===== src/rtl/sprite_pkg.sv =====
// sprite_pkg: shared sprite entry type, dirty-state encoding and player index for sprite_state_bank
package sprite_pkg;
  localparam int X_W_DEF = 11;
  localparam int Y_W_DEF = 10;
  localparam int DIR_W_DEF = 4;
  localparam int PLAYER_ID = 0;
  typedef struct packed {
    logic [X_W_DEF-1:0] x;
    logic [Y_W_DEF-1:0] y;
    logic [DIR_W_DEF-1:0] dir;
  } sprite_t;
  typedef enum logic {IDLE, DIRTY} state_t;
endpackage


===== src/rtl/sprite_collide_cmp.sv =====
// sprite_collide_cmp: flags every sprite whose x/y equals the player's (used with SPRITE_COLLIDE_EN)
module sprite_collide_cmp
  import sprite_pkg::*;
#(
  parameter int N_SPRITES = 5,
  parameter int X_W = 11,
  parameter int Y_W = 10
) (
  input  logic [N_SPRITES*X_W-1:0] xs,
  input  logic [N_SPRITES*Y_W-1:0] ys,
  output logic [N_SPRITES-1:0]     hit
);
  for (genvar i = 0; i < N_SPRITES; i++) begin : g_cmp
    if (i == PLAYER_ID) begin : g_self
      assign hit[i] = 1'b0;
    end else begin : g_other
      assign hit[i] = xs[i*X_W +: X_W] == xs[PLAYER_ID*X_W +: X_W] &&
                      ys[i*Y_W +: Y_W] == ys[PLAYER_ID*Y_W +: Y_W];
    end
  end
endmodule


===== src/rtl/sprite_state_bank.sv =====
// sprite_state_bank: frame-synchronised double-buffered sprite state; SPRITE_COLLIDE_EN adds player collision outputs
module sprite_state_bank
  import sprite_pkg::*;
#(
  parameter int N_SPRITES = 5,
  parameter int X_W = 11,
  parameter int Y_W = 10,
  parameter int DIR_W = 4,
  parameter int ID_W = $clog2(N_SPRITES),
  parameter int FCNT_W = 16
) (
  input  logic              clk,
  input  logic              rst,
  input  logic              wr_valid,
  output logic              wr_ready,
  input  logic [ID_W-1:0]   wr_id,
  input  logic [X_W-1:0]    wr_x,
  input  logic [Y_W-1:0]    wr_y,
  input  logic [DIR_W-1:0]  wr_dir,
  input  logic              frame_sync,
  input  logic              freeze,
  input  logic [ID_W-1:0]   rd_id,
  output logic [X_W-1:0]    rd_x,
  output logic [Y_W-1:0]    rd_y,
  output logic [DIR_W-1:0]  rd_dir,
  output logic              committed,
  output logic [FCNT_W-1:0] frame_cnt,
`ifdef SPRITE_COLLIDE_EN
  output logic                 collide,
  output logic [N_SPRITES-1:0] collide_mask,
`endif
  output logic              wr_err
);
  typedef struct packed {
    logic [X_W-1:0]   x;
    logic [Y_W-1:0]   y;
    logic [DIR_W-1:0] dir;
  } ent_t;
  localparam logic [ID_W:0] N_L = (ID_W+1)'(N_SPRITES);
  ent_t shadow [N_SPRITES];
  ent_t active [N_SPRITES];
  ent_t rd_q;
  state_t state;
  logic wr_fire, wr_ok, rd_ok, commit;
  assign wr_ready = rst & ~frame_sync;
  assign wr_fire = wr_valid & wr_ready;
  assign wr_ok = {1'b0, wr_id} < N_L;
  assign rd_ok = {1'b0, rd_id} < N_L;
  assign commit = frame_sync & ~freeze & (state == DIRTY);
  assign rd_x = rd_q.x;
  assign rd_y = rd_q.y;
  assign rd_dir = rd_q.dir;
  // shadow takes game-logic writes; active copies the whole shadow on commit
  always_ff @(posedge clk or negedge rst) begin
    if (!rst) begin
      for (int i = 0; i < N_SPRITES; i++) begin
        shadow[i] <= '0;
        active[i] <= '0;
      end
    end else begin
      if (wr_fire && wr_ok) shadow[wr_id] <= '{x: wr_x, y: wr_y, dir: wr_dir};
      if (commit) for (int i = 0; i < N_SPRITES; i++) active[i] <= shadow[i];
    end
  end
  // dirty tracking, commit pulse, frame counter and sticky bad-id flag
  always_ff @(posedge clk or negedge rst) begin
    if (!rst) begin
      state <= IDLE;
      committed <= 1'b0;
      frame_cnt <= '0;
      wr_err <= 1'b0;
    end else begin
      state <= commit ? IDLE : (wr_fire && wr_ok) ? DIRTY : state;
      committed <= commit;
      frame_cnt <= frame_cnt + FCNT_W'(commit);
      wr_err <= wr_err | (wr_fire & ~wr_ok);
    end
  end
  // registered read of the active bank; out-of-range ids read as zero
  always_ff @(posedge clk or negedge rst) begin
    if (!rst) rd_q <= '0;
    else rd_q <= rd_ok ? active[rd_id] : '0;
  end
`ifdef SPRITE_COLLIDE_EN
  logic [N_SPRITES*X_W-1:0] xs;
  logic [N_SPRITES*Y_W-1:0] ys;
  logic [N_SPRITES-1:0] hit;
  // flatten shadow positions for the comparator array
  always_comb begin
    xs = '0;
    ys = '0;
    for (int i = 0; i < N_SPRITES; i++) begin
      xs[i*X_W +: X_W] = shadow[i].x;
      ys[i*Y_W +: Y_W] = shadow[i].y;
    end
  end
  sprite_collide_cmp #(.N_SPRITES(N_SPRITES), .X_W(X_W), .Y_W(Y_W)) u_cmp (
    .xs (xs),
    .ys (ys),
    .hit(hit)
  );
  // collision result captured from the bank being committed, held until the next commit
  always_ff @(posedge clk or negedge rst) begin
    if (!rst) begin
      collide <= 1'b0;
      collide_mask <= '0;
    end else if (commit) begin
      collide <= |hit;
      collide_mask <= hit;
    end
  end
`endif
endmodule


===== config.mk =====
export PLATFORM = sky130hd
export DESIGN_NAME = sprite_state_bank
export DESIGN_NICKNAME = d
export VERILOG_FILES = /design/src/rtl/sprite_pkg.sv /design/src/rtl/sprite_collide_cmp.sv /design/src/rtl/sprite_state_bank.sv
export SDC_FILE = /design/constraint.sdc
export NUM_CORES = 1
export LEC_CHECK = 0
export ABC_AREA = 0
export BUFFER_PORTS_ARGS = -buffer_cell sky130_fd_sc_hd__buf_2
export CAP_MARGIN = 25
export CORE_AREA = 2 2 151 183
export CTS_CLUSTER_DIAMETER = 30
export DETAILED_ROUTE_END_ITERATION = 8
export DIE_AREA = 0 0 153 185
export SETUP_SLACK_MARGIN = 0.2
export SYNTH_ARGS = -nofsm -noshare
export SYNTH_HDL_FRONTEND = slang
export SYNTH_HIERARCHICAL = 1
export SYNTH_SLANG_ARGS = --single-unit

===== constraint.sdc =====
create_clock -name clk -period 1.7 [get_ports clk]
set_input_delay 0.17 -clock clk [delete_from_list [all_inputs] [get_ports clk]]
set_output_delay 0.17 -clock clk [all_outputs]
set_load 0.01 [all_outputs]

==> results of run 1 <==
worst paths after layout:
kind	startpoint	end	slack [ps]
setup / recovery	state	frame_cnt[12]	210
hold / removal	rst	wr_err	30
setup reg to reg	state	frame_cnt[12]	210
hold reg to reg	shadow[70]	active[70]	450
max in group asynchronous	rst	shadow[67]	400
min in group asynchronous	rst	shadow[38]	240
what timing repair did:
item,CTS,global route
buffers inserted,4,2
endpoints found under the setup margin,3,135
endpoints found under the hold margin,271,0
pin swaps,3,1
hold buffers,27,0
resized for setup,0,2
cloned,0,2
stage by stage:
| stage | util, % | instance area [sq um] | cells |
|---|---|---|---|
| finish | 55.8 | 14900 | 1522 |
| global route | 55.8 | 14900 | 1522 |
| CTS | 55.5 | 14800 | 1518 |
| detailed placement | 47.7 | 12700 | 1397 |
| global placement | 47.7 | 12700 | 1397 |
| floorplan | - | 11800 | 1000 |
cell type report:
cell class,count,area (sq um),area share (%)
flip-flops and latches,294,7360,49.4
repair buffers,141,1150,7.73
clock inverters,27,370,2.49
inverters,27,104,0.698
multi-input cells,630,4060,27.3
well taps,340,425,2.86
clock buffers,63,1410,9.50
where the power goes:
part,internal [W],switching [W],total [W]
combinational,0.00187,0.00181,0.00368
clock,0.00708,0.00342,0.0105
sequential,0.00919,0.00111,0.0103
total,0.0181,0.00634,0.0245
logic make-up after synthesis:
group	synth area share [%]
adders and majority gates	0.106
xor gates and xnor gates	1.12
muxes	16.8
and+or+nand+nor	14.9
buffers and inverters	3.31
DFF	62.5
AOI/OAI and AO/OA	1.21
registers in the layout, summed over array words and instances, names as in the netlist:
| register | count |
|---|---|
| rd_dir | 4 |
| state | 1 |
| wr_err | 1 |
| rd_y | 10 |
| committed | 1 |
| active | 125 |
| rd_x | 11 |
| shadow | 125 |
| frame_cnt | 16 |
critical path, stage by stage (launching register included):
cell	delay (ps)
dfrtp_1	340
nand3b_1	160
inv_4	90
and2_4	140
ha_4	130
nand2_4	50
nor4_4	180
nand3_1	130
xnor2_1	140
per-layer routing:
layer | share of wire [%] | track usage (%) | wire length (um) | vias up
li1 | - | - | - | 3542
met1 | 43 | 23.4 | 11300 | 3857
met2 | 52 | 34.3 | 13700 | 134
met3 | 3.4 | 3.07 | 891 | 42
met4 | 1.9 | 5.85 | 503 | 0
met5 | 0 | 0 | 0 | -
layout by cell type, fill, tap and decap left out, types with 6 or more instances in the layout:
cell type and count:
buf_12 11, buf_2 78, buf_4 20, bufinv_16 8, clkbuf_16 55, clkinv_2 7, clkinvlp_4 8, dfrtp_1 294
dlygate4sd3_1 27, inv_1 26, mux2_2 122, mux4_2 25, nand2_1 404, nand3_1 6, o21ai_0 26, xnor2_1 10
==> run metrics, run 1 <==
slew of the pin with the lowest slew margin 837 ps; Yosys reg bits 294; post-synth top area share 62.5%; clock tree buffer depth 3; layout cells sized above 1 30.7%; syn_nets 1,037; Setup TNS 0 ps; Tcrit/Tclk final 87.8%; # diodes 0; hpwl dp 14,100 um; Seq/Total Area, Yosys 62.5%; wire length per cell 17.4 um; mapped cell area around 0.012 sq mm; Via-to-Cell Ratio between 4 and 5; cell depth of the worst min-delay path 3; Syn Area/Cell 11.8 sq um; CTS tree yes; Nets 1,181; largest net degree at the start of global routing 150; GR Overflow Total 0; Slew Limit Fails 0; ys async rst share 100%; final worst setup slack roughly 210 ps; Setup crit start kind flop; count of final setup violators 0; fmax 670 MHz; worst hold slack 34.2 ps; synth cell count leaders nand2_1, dfrtp_1, mux2_2; row cnt 66; Synth area leader dfrtp_1; Detailed Routing Iterations Pass 1 4; min-delay worst type primary input to flop; fill count 2,262; Boundary Pins 80; worst reg-to-reg path cell count 8; IR drop worst, VDD 0.801 mV; Die ar. 0.0283 sq mm; Initial Util 44.1%; Post-synth EDFFs 0; Core Area between 0.02 and 0.03 sq mm; 1st-iter DRT viols 388; Num CTS Buffers 50; CP Capture Type flop; Worst-path clk slew about 50 ps; H-tree levels 2; count leader, synth nand2_1; CP max FO 3; Synth area leaders dfrtp_1, nand2_1, mux2_2; Final ANT Viol Nets 0; post-synthesis instance total ~1,000; clk sinks 294; first-pass GRT wire length 42,400 um; Final Hold Viols 0; DRC viols 0; gr usage total 18.9%; Clock Skew 8.92 ps; worst slack at placement 111 ps; synth unique cells 35; Die Span Y 185 um; total power between 0.02 and 0.025 W; chip width 153 um; antenna violations before repair 0; Power Density around 1600 mW/mm^2; status finished clean; arrival time worst endpoint 1920 ps; Port Buffers 79; vias in the first global route 7,948; P&R area growth vs syn 26.5%; drt total wl 26,500 um; crit path kind flop to flop; worst skew pair latency 540 ps; unrepaired setup endpoints after global routing yes; leakage power about 7.6 nW; Synth Warn # 6; Placer Congestion 0.743; max_slew headroom 44.2%; CTS root buf clkbuf_16; Crit path required time about 2100 ps; number of max-cap violations 0; fin crit period 1490 ps; Via Count about 7,600; ys flop type dfrtp_1
Note: power is estimated with default switching activity, not from simulation.
==> run 2, diff against run 1 <==
--- a/config.mk
+++ b/config.mk
@@ -6,12 +6,13 @@
 export NUM_CORES = 1
 export LEC_CHECK = 0
 export ABC_AREA = 0
-export BUFFER_PORTS_ARGS = -buffer_cell sky130_fd_sc_hd__buf_2
 export CAP_MARGIN = 25
 export CORE_AREA = 2 2 151 183
 export CTS_CLUSTER_DIAMETER = 30
+export CTS_CLUSTER_SIZE = 40
 export DETAILED_ROUTE_END_ITERATION = 8
 export DIE_AREA = 0 0 153 185
+export DONT_BUFFER_PORTS = 1
 export SETUP_SLACK_MARGIN = 0.2
 export SYNTH_ARGS = -nofsm -noshare
 export SYNTH_HDL_FRONTEND = slang
==> run 2 against run 1 <==
The flow now finishes with violations (hold timing). Power fell by 6.2%. Global-route usage fell by 0.54 points. Sequential share of layout area rose by 2.2 points. Flip-flop and latch count did not move. Critical path type unchanged. Highest routed layer unchanged.
==> run metrics, run 2 (synthesis results as in run 1) <==
Setup crit start kind flop; largest net degree at the start of global routing 297; Worst-path clk slew 60 ps; min-delay worst type primary input to asynchronous set/reset pin; fmax 654 MHz; Final ANT Viol Nets 0; fin crit period between 1500 and 2000 ps; Crit path required time 2100 ps; Slew Limit Fails 0; Worst path most repeated cell buf_4; row cnt 66; Die ar. approximately 0.028 sq mm; # diodes 0; Core Area approximately 0.027 sq mm; worst hold slack -652 ps; Final Hold Viols 294; status complete, but fails checks; count of final setup violators 0; layout cells sized above 1 between 20 and 30%; arrival time worst endpoint 1930 ps; Levels on crit path 7; worst reg-to-reg path cell count 7; CTS Hold Bufs 35; Final Util 53.4%; Die Span Y 185 um; Port Buffers 0; CTS tree yes; number of max-cap violations 0; most common cell after layout, fill and taps aside nand2_1; Via Count 7,219; H-tree levels 2; hpwl dp 12,400 um; Power Density ~1600 mW/mm^2; final worst setup slack 172 ps; crit path cell chain nand3b_1 > buf_4 > buf_6 > nor3_2 > buf_4 > nand4_1 > xnor2_1; 1st-iter DRT viols 416; failing checks hold timing; clk sinks 294; DRC viols 0; Setup TNS 0 ps; Worst R2R Setup Slack 170 ps; fill count 2,273; first-pass GRT wire length around 41,000 um; largest registers active: 125 flops, shadow: 125 flops, frame_cnt: 16 flops; Top Family by Delay on Critical Path simple AND/OR/NAND/NOR gates; slew of the pin with the lowest slew margin 571 ps; worst r2r src state; CP max FO 4; Nets 1,094; capturing point of the worst reg2reg path frame_cnt[15]; Clock Skew 27.5 ps; Crit. Startpoint state; Via-to-Cell Ratio between 5 and 6; chip width 153 um; leakage power 7.09 nW; Seq. cell area approximately 0.0074 sq mm; IR drop worst, VDD 0.689 mV; crit path to frame_cnt[15]; Inst Count DP about 1,300; wire length per cell 18.0 um; Num CTS Buffers 46; worst slack at placement 28.0 ps; CP bufs+invs 3; most frequent cells in the layout nand2_1, dfrtp_1, mux2_2; drt total wl roughly 26,000 um; clock tree buffer depth 3; Tcrit/Tclk final 89.9%; antenna violations before repair 0; worst skew pair latency 550 ps; Placer Congestion between 0.7 and 0.8; max_slew headroom 61.9%; Detailed Routing Iterations Pass 1 4; crit path kind flop to flop; vias in the first global route 7,626; unrepaired setup endpoints after global routing yes; Initial Util 44.1%; P&R area growth vs syn 21.2%; gr usage total 18.4%; Boundary Pins 80; multi-input logic area around 0.0041 sq mm; CTS root buf clkbuf_16; CP max stage delay approximately 340 ps; Finished Layout Cells around 1,400; GR Overflow Total 0; Worst path slowest cell dfrtp_1; CP Capture Type flop
[run 2: cell count changes in the layout (fill, tap and decap cells not counted), moves of 3 or more]
cell and change:
buf_12 -5, clkbuf_16 -5, inv_6 +4, buf_2 -78, clkbuf_1 -4, dlygate4sd3_1 +6
buf_4 -9, clkinv_4 +4, bufinv_16 -3
[run 2: per-stage QoR]
step           power, W  instance area, sq um
2_1_floorplan    0.0127                 11800
3_5_place_dp     0.0134                 12100
5_1_grt          0.0242                 14300
4_1_cts          0.0232                 14100
6_report         0.0230                 14300
3_3_place_gp     0.0132                 12100
[run 2: worst min path at each step]
stage               start          to  slack [ps]  cells after the start
CTS                   rst  shadow[38]        -680                      0
floorplan             rst   active[0]        -130                      0
global placement      rst  shadow[88]        -110                      0
finish                rst  shadow[38]        -650                      0
detailed placement    rst  shadow[88]        -110                      0
global route          rst     rd_y[0]        -680                      0
[run 2: layout make-up]
type	count	share of cell area, %
clock inverters	32	2.42
repair buffers	58	4.80
multi-input cells	630	28.7
inverters	27	0.729
clock buffers	53	8.76
well taps	340	2.98
flip-flops and latches	294	51.6
[run 2: routing by layer]
layer / wire length (um) / GRT usage, %
met5: 0 / 0
met4: 505 / 5.81
met3: 906 / 3.86
met2: 13200 / 32.2
met1: 11200 / 23.0
[run 2: report_power, final]
part	total, W	internal (W)	leakage, nW	switching (W)
Clock	0.00947	0.00608	0.775	0.00339
Sequential	0.0104	0.00919	3.82	0.00120
Combinational	0.00310	0.00166	2.49	0.00144
[run 2: what timing repair did]
item | in CTS | in global routing
resized for setup | 2 | 11
cloned | 0 | 3
pin swaps | 2 | 4
setup buffers | 5 | 1
hold endpoints to repair | 446 | 294
endpoints found under the setup margin | 75 | 159
